### src/rtl/majority_voter.sv
// Registered N-way bitwise majority voter for redundant datapaths. Channels that
// disagree with the vote for FAULT_THRESH consecutive samples are flagged and masked.
module majority_voter #(
   parameter int NUM_IN       = 3,
   parameter int WIDTH        = 8,
   parameter int FAULT_THRESH = 3
) (
   input  logic                    clk,
   input  logic                    rst,
   input  logic                    in_valid,
   input  logic [NUM_IN*WIDTH-1:0] in_data,
   input  logic                    clear_fault,
   output logic                    out_valid,
   output logic [WIDTH-1:0]        out_data,
   output logic [NUM_IN-1:0]       mismatch,
   output logic [NUM_IN-1:0]       fault,
   output logic                    all_fault
);

   localparam int CNT_W = $clog2(FAULT_THRESH + 1);
   localparam int VW    = $clog2(NUM_IN + 1) + 1;
   localparam logic [CNT_W-1:0] THRESH    = CNT_W'(FAULT_THRESH);
   localparam logic [CNT_W-1:0] THRESH_M1 = CNT_W'(FAULT_THRESH - 1);

   // Strict majority of the active channels per bit; an even split resolves to 0.
   function automatic logic [WIDTH-1:0] vote_f(input logic [NUM_IN*WIDTH-1:0] d,
                                              input logic [NUM_IN-1:0]       act);
      logic [VW-1:0]    n_act;
      logic [VW-1:0]    ones;
      logic [WIDTH-1:0] v;
      n_act = '0;
      v     = '0;
      for (int i = 0; i < NUM_IN; i++) n_act = n_act + VW'(act[i]);
      for (int b = 0; b < WIDTH; b++) begin
         ones = '0;
         for (int i = 0; i < NUM_IN; i++) ones = ones + VW'(act[i] & d[i*WIDTH+b]);
         v[b] = (ones << 1) > n_act;
      end
      return v;
   endfunction

   function automatic logic [NUM_IN-1:0] diff_f(input logic [NUM_IN*WIDTH-1:0] d,
                                               input logic [NUM_IN-1:0]       act,
                                               input logic [WIDTH-1:0]        v);
      logic [NUM_IN-1:0] m;
      for (int i = 0; i < NUM_IN; i++) m[i] = act[i] && (d[i*WIDTH +: WIDTH] != v);
      return m;
   endfunction

   logic                    vld_p1;
   logic [WIDTH-1:0]        data_p1;
   logic [NUM_IN-1:0]       mm_p1;
   logic [NUM_IN-1:0]       fault_r;
   logic [CNT_W-1:0]        cnt_r   [NUM_IN];

   logic [NUM_IN-1:0]       active_p0;
   logic [WIDTH-1:0]        vote_p0;
   logic [NUM_IN-1:0]       mm_p0;
   logic                    all_fault_p0;
   logic [NUM_IN-1:0]       fault_nxt;
   logic [CNT_W-1:0]        cnt_nxt [NUM_IN];

   // Stage p0: vote with the mask registered at the start of the cycle
   assign active_p0    = ~fault_r;
   assign all_fault_p0 = &fault_r;
   assign vote_p0      = vote_f(in_data, active_p0);
   assign mm_p0        = diff_f(in_data, active_p0, vote_p0);

   // A clear discards this sample's health update even though the sample is voted.
   always_comb begin
      for (int i = 0; i < NUM_IN; i++) begin
         cnt_nxt[i]   = cnt_r[i];
         fault_nxt[i] = fault_r[i];
      end
      if (clear_fault) begin
         for (int i = 0; i < NUM_IN; i++) begin
            cnt_nxt[i]   = '0;
            fault_nxt[i] = 1'b0;
         end
      end else if (in_valid) begin
         for (int i = 0; i < NUM_IN; i++) begin
            if (active_p0[i]) begin
               if (mm_p0[i]) begin
                  if (cnt_r[i] != THRESH) cnt_nxt[i] = cnt_r[i] + CNT_W'(1);
                  if (cnt_r[i] == THRESH_M1) fault_nxt[i] = 1'b1;
               end else begin
                  cnt_nxt[i] = '0;
               end
            end
         end
      end
   end

   // Stage p1: registered outputs and channel health state
   always_ff @(posedge clk) begin
      if (rst) begin
         vld_p1  <= 1'b0;
         data_p1 <= '0;
         mm_p1   <= '0;
         fault_r <= '0;
         for (int i = 0; i < NUM_IN; i++) cnt_r[i] <= '0;
      end else begin
         vld_p1 <= in_valid;
         if (in_valid) begin
            mm_p1 <= mm_p0;
            if (!all_fault_p0) data_p1 <= vote_p0;
         end
         fault_r <= fault_nxt;
         for (int i = 0; i < NUM_IN; i++) cnt_r[i] <= cnt_nxt[i];
      end
   end

   assign out_valid = vld_p1;
   assign out_data  = data_p1;
   assign mismatch  = mm_p1;
   assign fault     = fault_r;
   assign all_fault = &fault_r;

endmodule

### config.mk
export PLATFORM = sky130hd
export DESIGN_NAME = majority_voter
export DESIGN_NICKNAME = d
export VERILOG_FILES = /design/src/rtl/majority_voter.sv
export SDC_FILE = /design/constraint.sdc
export NUM_CORES = 1
export LEC_CHECK = 0
export ABC_AREA = 1
export BUFFER_PORTS_ARGS = -buffer_cell sky130_fd_sc_hd__buf_2
export CAP_MARGIN = 20
export CORE_MARGIN = 2
export CORE_UTILIZATION = 35
export DETAILED_ROUTE_END_ITERATION = 16
export MAX_ROUTING_LAYER = met4
export PLACE_DENSITY = 0.55
export SLEW_MARGIN = 20
export SYNTH_ARGS = -nofsm -noshare
export SYNTH_HDL_FRONTEND = slang
export SYNTH_SLANG_ARGS = --single-unit
### constraint.sdc
create_clock -name clk -period 2.95 [get_ports clk]
set_clock_uncertainty 0.05 [all_clocks]
set_input_delay 0 -clock clk [delete_from_list [all_inputs] [get_ports clk]]
set_output_delay 0 -clock clk [all_outputs]
set_load 0.01 [all_outputs]
==> run metrics, run 1 <==
cell taking the most area after synthesis dfxtp_1; Starting Density roughly 36%; setup_tns 0 ns; post-synth cell types 24; top cells by area, synth dfxtp_1, nand2_1, inv_1; status finished clean; ANT cells 0; I/O Buffers 43; Die ar. about 6600 um^2; Seq cells post-synth 21; Reg power frac about two fifths; WL per Instance ~12 um; number of warnings issued by yosys 0; row count 28; clock power share 27.0%; Clock Path Buffers 2; layout cell share with drive strength beyond 1 around a quarter; DR vias about 2000; total CTS buffers 3; Avg Cell Area, Syn approximately 6.4 um^2; core area roughly 5900 um^2; MaxCap Viol Count 0; Setup Buffers After CTS 0; Slew Limit Fails 0; Sw Ratio a little over a third; P_int 498 uW; global route overflow 0; antenna violations before repair 0; Critical Path Sink Type register; CP arrival 2.81 ns; htree depth 1; Synth top area share 20.0%; Final WS setup between 0.2 and 0.3 ns; RSZ-0062 raised after global routing no; Nets approximately 430; Switch Pwr between 200 and 300 uW; number of global-route vias before repair between 2000 and 2500; commonest non-fill, non-tap cell in the layout nand2_1; Worst IR Drop VDD between 0.0002 and 0.00025 V; Critical Path Start Type register; final WL 5340 um; clock slew at reported path FFs around 0.090 ns; root buf cell clkbuf_8; Worst slew margin a little under 70%; via density per instance around 4.5; synthesis-to-layout area growth 17.9%; Fmax about 0.38 GHz; kind of critical path reg -> reg; largest net degree at the start of global routing 17; Tightest Hold Check Type in -> reg; DRC Markers 0; Crit Path Max Fanout 5; die span in y around 80 um; gpl congestion around 0.84; final period utilization about 90%; worst-margin pin slew ~0.5 ns; DR pass1 iterations 4; clk_lat worst skew 0.27 ns; Pleak between 1 and 1.5 nW; cell area after synthesis 2100 um^2; Critical Path RT between 3 and 4 ns; pwr dens ~320 nW/um^2; # clock sinks 21; Fin. Hold Viols 0; Mapped Nets around 380; first-pass GRT wire length approximately 9000 um; dpl hpwl roughly 4300 um; most frequent cells in the layout nand2_1, inv_1, nor2_1, buf_2, nand3_1; Die W between 80 and 90 um; Gate power share between 30 and 40%; Routed Antenna Nets 0; Ports 44; sequential element share of the synthesized area roughly 20%; GRT Util Overall 18.1%; Final Critical Period about 2.7 ns; Place WS 0.116 ns; final setup fails 0; Post-Syn Instances approximately 330; first-iteration detailed-routing DRC count 55; CTS tree yes
[timing repair]
action	4_1_cts	5_1_grt
gates resized for setup	0	3
hold buffers	1	0
endpoints found under the setup margin	0	7
hold endpoints to repair	4	0
[cell usage after synthesis (all sizes together)]
| cell type | n |
|---|---|
| a21oi | 14 |
| nand3 | 31 |
| nor3 | 1 |
| nor2 | 45 |
| fa | 9 |
| buf | 5 |
| ha | 14 |
| inv | 53 |
| o21ai | 8 |
| dfxtp | 21 |
| nand3b | 3 |
| or2 | 6 |
| nand2 | 114 |
| a31oi | 3 |
[routing by layer]
layer	vias to the layer above	global-route usage [%]	share of wire (%)
met3	2	2.64	3.2
met4	0	2.54	0.56
met2	30	31.6	47
li1	1096	-	-
met1	894	22.6	49
met5	-	-	0
[state kept, by name (all words and copies together), names as in the netlist]
register / count
out_data: 8
cnt_r: 6
fault: 3
mismatch: 3
out_valid: 1
[cells by family (layout without fill, tap and decap cells)]
| kind of cell | after synthesis | count (layout) | synth area share (%) |
|---|---|---|---|
| AO/OA/AOI/OAI | 25 | 25 | 6.13 |
| adder cells (fa/ha/maj) | 23 | 23 | 16.9 |
| flip-flops | 21 | 21 | 20.0 |
| buffers and inverters | 58 | 107 | 11.4 |
| AND/OR/NAND/NOR | 200 | 200 | 45.6 |
[stage by stage]
stage	instance area (um^2)	hold WS [ns]	instances	total power, mW	utilization, %
floorplan	2100	0.0191	327	0.503	-
global placement	2410	0.214	446	0.577	41.3
detailed placement	2410	0.219	446	0.579	41.3
CTS	2470	0.0103	451	0.797	42.3
global route	2480	0.0408	451	0.848	42.3
finish	2480	0.00591	451	0.781	42.3
[power groups by stage]
stage	clock, mW	combinational [mW]	sequential (mW)
2_1_floorplan	0	0.184	0.320
3_3_place_gp	0	0.262	0.316
3_5_place_dp	0	0.263	0.316
4_1_cts	0.222	0.265	0.310
5_1_grt	0.233	0.303	0.312
6_report	0.211	0.261	0.309
[worst paths after layout]
path	start	to	slack, ns	depth (start not counted)
worst max-delay path	fault[0]$_SDFFE_PP0P_	cnt_r[0][3]$_SDFFE_PP0P_	0.30	18
worst min register to register	mismatch[1]$_SDFFE_PP0P_	mismatch[1]$_SDFFE_PP0P_	0.43	2
worst max register to register	fault[0]$_SDFFE_PP0P_	cnt_r[0][3]$_SDFFE_PP0P_	0.30	18
worst min-delay path	in_valid	out_valid$_SDFF_PP0_	0.006	3
[worst max-delay path, stage by stage (launching register included)]
cell,delay (ns)
dfxtp_2,0.39
inv_1,0.13
fa_1,0.46
inv_2,0.13
buf_4,0.15
ha_1,0.26
nand2_2,0.07
nand2_1,0.05
nand2_2,0.07
nand2_1,0.05
nand2_1,0.05
nand2_1,0.07
nor2_1,0.11
nand2_1,0.14
nand2_1,0.09
nand2_1,0.08
nand2_1,0.07
nand2_1,0.04
nor2_1,0.09
[final cells by class]
cell class,count,area (um^2)
Inverter,53,199
Timing Repair Buffer,50,270
Clock inverter,1,7.51
Fill cell,664,3370
Tap cell,75,93.8
Multi-Input combinational cell,248,1440
Clock buffer,3,41.3
Sequential cell,21,423
(Power assumes the default switching activity.)
==> run 2, diff against run 1 <==
--- a/config.mk
+++ b/config.mk
@@ -5,7 +5,7 @@
 export SDC_FILE = /design/constraint.sdc
 export NUM_CORES = 1
 export LEC_CHECK = 0
-export ABC_AREA = 1
+export ABC_AREA = 0
 export BUFFER_PORTS_ARGS = -buffer_cell sky130_fd_sc_hd__buf_2
 export CAP_MARGIN = 20
 export CORE_MARGIN = 2
==> run 2 against run 1 <==
Against the previous run: design area rose by 4.0%; wire length is 3.6% higher; setup slack got worse by 0.17 ns; core utilization increased by 1.4 points; synthesized cell count down 23%; critical path depth is 8 lower; combinational power is 7% lower; sequential share of layout area decreased by 0.76 points; critical path type unchanged.
==> run metrics, run 2 <==
setup_tns 0 ns; CP max-delay cell fa_1; I/O Buffers 43; final WL about 5500 um; RR Endpoint cnt_r[0][0]$_SDFFE_PP0P_; # clock sinks 21; cell taking the most area after synthesis dfxtp_1; first-pass GRT wire length approximately 9100 um; GRT Util Overall around 18%; clk_lat worst skew 0.27 ns; layout cell share with drive strength beyond 1 between 20% and 30%; Seq cells post-synth 21; critical path, cell by cell buf_4, nor2b_1, fa_1, ha_1, nor3b_4, nor2_1, o22ai_2, nor4_4, or4_1, a31oi_1; fill count roughly 600; Reg2Reg Launch Point fault[1]$_SDFFE_PP0P_; final setup fails 0; Final Critical Period ~2.8 ns; Critical Path Sink Type register; CTS tree yes; Fin. Hold Viols 0; Critical path buffers and inverters 1; Clock Path Buffers 2; Die ar. 6660 um^2; DR pass1 iterations 4; dpl hpwl 4330 um; Post-Syn Instances 253; post-synth cell types 33; Slew Limit Fails 0; Worst slew margin 55.2%; Non-Filler Instances approximately 380; worst-margin pin slew 0.672 ns; Top FF cell, synth dfxtp_1; most frequent cells in the layout buf_2, nor2_1, a211oi_1, nor2b_1; first-iteration detailed-routing DRC count a little under 70; ys async rst share 0%; via density per instance between 5 and 6; commonest non-fill, non-tap cell in the layout buf_2; synthesis-to-layout area growth 22.3%; cell with the most instances after synthesis nor2_1; WL per Instance roughly 15 um; core area approximately 5900 um^2; Largest register FFs 8; DR vias between 2000 and 2500; ANT cells 0; Worst IR Drop VDD 0.000211 V; Avg Cell Area, Syn ~8.3 um^2; number of global-route vias before repair 1859; final period utilization 95.7%; status finished clean; Tightest Hold Check Type in -> reg; pwr dens between 200 and 300 nW/um^2; antenna violations before repair 0; Critical Path Start Type register; cell area after synthesis approximately 2100 um^2; Critical Path RT between 3 and 4 ns; total CTS buffers 3; R2R depth 10; CP arrival slightly below 3 ns; sequential element share of the synthesized area 20.0%; root buf cell clkbuf_8; hold_buf cts 0; Top delay family on crit path simple AND/OR/NAND/NOR gates; htree depth 1; worst hold slack 0.0167 ns; EDFF count, synth 0; Crit Path Max Fanout 5; dpl cells 374; Die W roughly 82 um; Layout Utilization between 40% and 50%; reg-to-reg setup timing slack about 0.13 ns; DRC Markers 0; slowest stage delay, CP 0.46 ns; global route overflow 0; number of warnings issued by yosys 0; top cells by area, synth dfxtp_1, a211oi_1, fa_1; clock slew at reported path FFs roughly 0.080 ns; Ports 44; Synth top area share 20.0%; Routed Antenna Nets 0; Starting Density a little over a third; Worst setup startpoint fault[1]$_SDFFE_PP0P_; largest net degree at the start of global routing 17; Fmax 0.354 GHz; gpl congestion around 0.86; worst setup path end cnt_r[0][0]$_SDFFE_PP0P_; MaxCap Viol Count 0; RSZ-0062 raised after global routing yes; Mapped Nets ~300; Levels on crit path 10; commonest cells in the netlist nor2_1, a211oi_1, nor2b_1; kind of critical path reg -> reg; die span in y 81.6 um; Pleak roughly 1.1 nW; Nets between 300 and 400; row count 28
-- run 2: layout make-up --
type                            instances  area (um^2)  share of cell area [%]
Inverter                                9         33.8                    1.31
Clock buffer                            4         45.0                    1.75
Multi-Input combinational cell        219         1680                    65.3
Sequential cell                        21          420                    16.3
Timing Repair Buffer                   51          300                    11.7
Tap cell                               75         93.8                    3.64
-- run 2: cells by family (layout without fill, tap and decap cells) --
| kind of cell | count (synthesis) | after routing | synth area share, % |
|---|---|---|---|
| AND/OR/NAND/NOR | 109 | 109 | 31.8 |
| buffers and inverters | 13 | 64 | 2.73 |
| flip-flops | 21 | 21 | 20.0 |
| AO/OA/AOI/OAI | 87 | 87 | 28.6 |
| adder cells (fa/ha/maj) | 23 | 23 | 16.9 |
-- run 2: how the worst min path moves through the flow --
stage	start	endpoint	slack [ns]	cells after the start
after CTS	clear_fault	cnt_r[0][1]$_SDFFE_PP0P_	0.01	4
after detailed placement	rst	out_valid$_SDFF_PP0_	0.30	2
after floorplan	rst	mismatch[0]$_SDFFE_PP0P_	0.02	1
final	clear_fault	cnt_r[0][1]$_SDFFE_PP0P_	0.02	4
after global routing	in_valid	fault[0]$_SDFFE_PP0P_	0.03	3
after global placement	clear_fault	cnt_r[0][3]$_SDFFE_PP0P_	0.31	4
-- run 2: per-layer routing --
metal | wire length [um] | GRT usage, % | up-vias
met4 | 22 | 1.00 | 0
met1 | 2900 | 26.1 | 922
met3 | 194 | 2.09 | 2
met5 | 0 | - | -
li1 | - | - | 1045
met2 | 2420 | 28.8 | 39
-- run 2: timing repair --
action,in CTS,in global routing
endpoints found under the setup margin,3,12
setup buffers,0,1
endpoints found under the hold margin,0,0
resized for setup,1,8
pin swaps,0,3
-- run 2: through the flow --
step / setup slack (ns) / cell area (um^2) / total power, mW
floorplan: 0.177 / 2110 / 0.474
global placement: 0.0164 / 2470 / 0.547
detailed placement: -0.0209 / 2470 / 0.547
CTS: 0.0232 / 2520 / 0.751
global route: -0.0396 / 2580 / 0.798
finish: 0.128 / 2580 / 0.750
-- run 2: power by group --
| part | internal, mW | leakage, nW | total [mW] | switching [mW] |
|---|---|---|---|---|
| Combinational | 0.108 | 0.911 | 0.243 | 0.135 |
| Clock | 0.0965 | 0.0228 | 0.201 | 0.104 |
| Sequential | 0.298 | 0.173 | 0.307 | 0.00946 |
-- run 2: worst register-to-register path, cell delays in order, from the launching register on --
cell	delay, ns
dfxtp_1	0.36
buf_4	0.17
nor2b_1	0.15
fa_1	0.46
ha_1	0.33
nor3b_4	0.22
nor2_1	0.08
o22ai_2	0.28
nor4_4	0.10
or4_1	0.40
a31oi_1	0.16
==> run 3, diff against run 2 <==
--- a/config.mk
+++ b/config.mk
@@ -9,10 +9,11 @@
 export BUFFER_PORTS_ARGS = -buffer_cell sky130_fd_sc_hd__buf_2
 export CAP_MARGIN = 20
 export CORE_MARGIN = 2
-export CORE_UTILIZATION = 35
+export CORE_UTILIZATION = 40
 export DETAILED_ROUTE_END_ITERATION = 16
 export MAX_ROUTING_LAYER = met4
-export PLACE_DENSITY = 0.55
+export PLACE_DENSITY = 0.61
+export SKIP_LAST_GASP = 1
 export SLEW_MARGIN = 20
 export SYNTH_ARGS = -nofsm -noshare
 export SYNTH_HDL_FRONTEND = slang
==> run 3 against run 2 <==
Against the previous run: critical path depth unchanged; non-clock buffer count grew 1; flip-flop and latch count stayed put; global-route usage up 1.5 points; die area shrank 12%; core utilization up 6.2 points; combinational power about the same; sequential share of layout area grew 0.17 points; design area decreased by 1.0%; first-iteration DRC count is 80% higher; maximum frequency fell by 0.24%; largest cell class unchanged.
==> run metrics, run 3 (synthesized netlist as in run 2, its figures left out) <==
Ports 44; Tightest Hold Check Type in -> reg; Die W 76.6 um; Slew Limit Fails 0; Die ar. between 5000 and 6000 um^2; number of global-route vias before repair approximately 1900; WL per Instance roughly 15 um; root buf cell clkbuf_8; layout cell share with drive strength beyond 1 between 20% and 30%; Post-DP Area roughly 2500 um^2; die span in y around 77 um; Sw Ratio between 30% and 40%; CTS tree yes; status finished clean; Final Critical Period around 2.8 ns; I/O Buffers 43; Worst setup startpoint fault[1]$_SDFFE_PP0P_; Critical Path RT between 3 and 4 ns; DRC Markers 0; Critical Path Start Type register; fill count 522; Nets ~360; Layout Utilization between 40% and 50%; # clock sinks 21; commonest non-fill, non-tap cell in the layout buf_2; Clock Path Buffers 2; final setup fails 0; Gate power share 32.2%; first-iteration detailed-routing DRC count 124; core area a little over 5000 um^2; P_int ~500 uW; Final WS setup between 0.1 and 0.15 ns; clock power share a little over a quarter; dpl hpwl about 4500 um; worst hold slack 0.0229 ns; Non-Filler Instances roughly 380; GRT Util Overall about a fifth; Reg power frac about two fifths; antenna violations before repair 0; Worst slew margin 29.6%; pwr dens between 200 and 300 nW/um^2; R2R depth 10; htree depth 1; final instance area around 2500 um^2; total CTS buffers 3; Setup Buffers After CTS 0; DR pass1 iterations 4; Fmax about 0.35 GHz; RSZ-0062 raised after global routing yes; Crit Path Max Fanout 7; synthesis-to-layout area growth 21.0%; dpl cells 371; Routed Antenna Nets 0; largest net degree at the start of global routing 17; kind of critical path reg -> reg; RR Endpoint cnt_r[0][4]$_SDFFE_PP0P_; MaxCap Viol Count 0; most frequent cells in the layout buf_2, nor2_1, a211oi_1, nor2b_1; hold_buf cts 0; clock slew at reported path FFs approximately 0.090 ns; CP arrival between 2 and 3 ns; Place WS around 0.043 ns; Critical Path Sink Type register; via density per instance 5.47; reg-to-reg setup timing slack roughly 0.12 ns; global route overflow 0; setup_tns 0 ns; Worst IR Drop VDD ~0.00016 V; ANT cells 0; clk_lat worst skew around 0.27 ns; row count 26; Starting Density between 40% and 50%; final WL about 5600 um; worst setup path end cnt_r[0][4]$_SDFFE_PP0P_; DR vias about 2100; final period utilization a little over nine tenths; Switch Pwr about 250 uW; Largest register FFs 8; first-pass GRT wire length between 9000 and 10000 um; Hold Crit Start clear_fault; gpl congestion ~0.87; Reg2Reg Launch Point fault[1]$_SDFFE_PP0P_; Fin. Hold Viols 0; Final Power 747 uW; Pleak ~1.1 nW; worst-margin pin slew around 1.1 ns
-- run 3: cell type report --
| cell class | count | area, um^2 | share of cell area (%) |
|---|---|---|---|
| clock buffer | 3 | 41.3 | 1.62 |
| tap | 70 | 87.6 | 3.43 |
| multi-input combinational | 219 | 1670 | 65.4 |
| sequential | 21 | 420 | 16.5 |
| inverter | 9 | 33.8 | 1.32 |
| timing repair buffer | 52 | 295 | 11.6 |
| clock inverter | 1 | 5.00 | 0.196 |
-- run 3: per-layer routing --
| layer | GRT usage [%] | routed length (um) |
|---|---|---|
| met1 | 27.5 | 2810 |
| met2 | 31.9 | 2560 |
| met3 | 1.54 | 195 |
| met4 | 2.73 | 0 |
| met5 | - | 0 |
-- run 3: critical path: stages (launching register included) --
cell and delay, ns:
dfxtp_1 0.33, buf_4 0.18, nor2b_1 0.16, fa_1 0.44, ha_1 0.30, nand2b_1 0.13, a211oi_1 0.33, o22ai_2 0.15
nor4_4 0.39, or4_1 0.16, a31oi_1 0.07
-- run 3: how the worst min path moves through the flow --
stage / slack [ns] / cells past startpoint / endpoint
global placement: 0.30 / 2 / out_valid$_SDFF_PP0_
floorplan: 0.02 / 1 / mismatch[0]$_SDFFE_PP0P_
global route: 0.05 / 3 / fault[2]$_SDFFE_PP0P_
finish: 0.02 / 4 / cnt_r[0][5]$_SDFFE_PP0P_
CTS: 0.03 / 3 / fault[2]$_SDFFE_PP0P_
detailed placement: 0.30 / 3 / fault[1]$_SDFFE_PP0P_
-- run 3: power groups by stage --
stage | combinational (mW) | sequential [mW] | clock (mW)
2_1_floorplan | 0.156 | 0.318 | 0
3_3_place_gp | 0.230 | 0.314 | 0
3_5_place_dp | 0.233 | 0.314 | 0
4_1_cts | 0.234 | 0.307 | 0.199
5_1_grt | 0.268 | 0.309 | 0.213
6_report | 0.241 | 0.307 | 0.199
-- run 3: timing repair --
action / 4_1_cts / 5_1_grt
hold endpoints to repair: 0 / 0
endpoints found under the setup margin: 0 / 10
gates resized for setup: 0 / 6
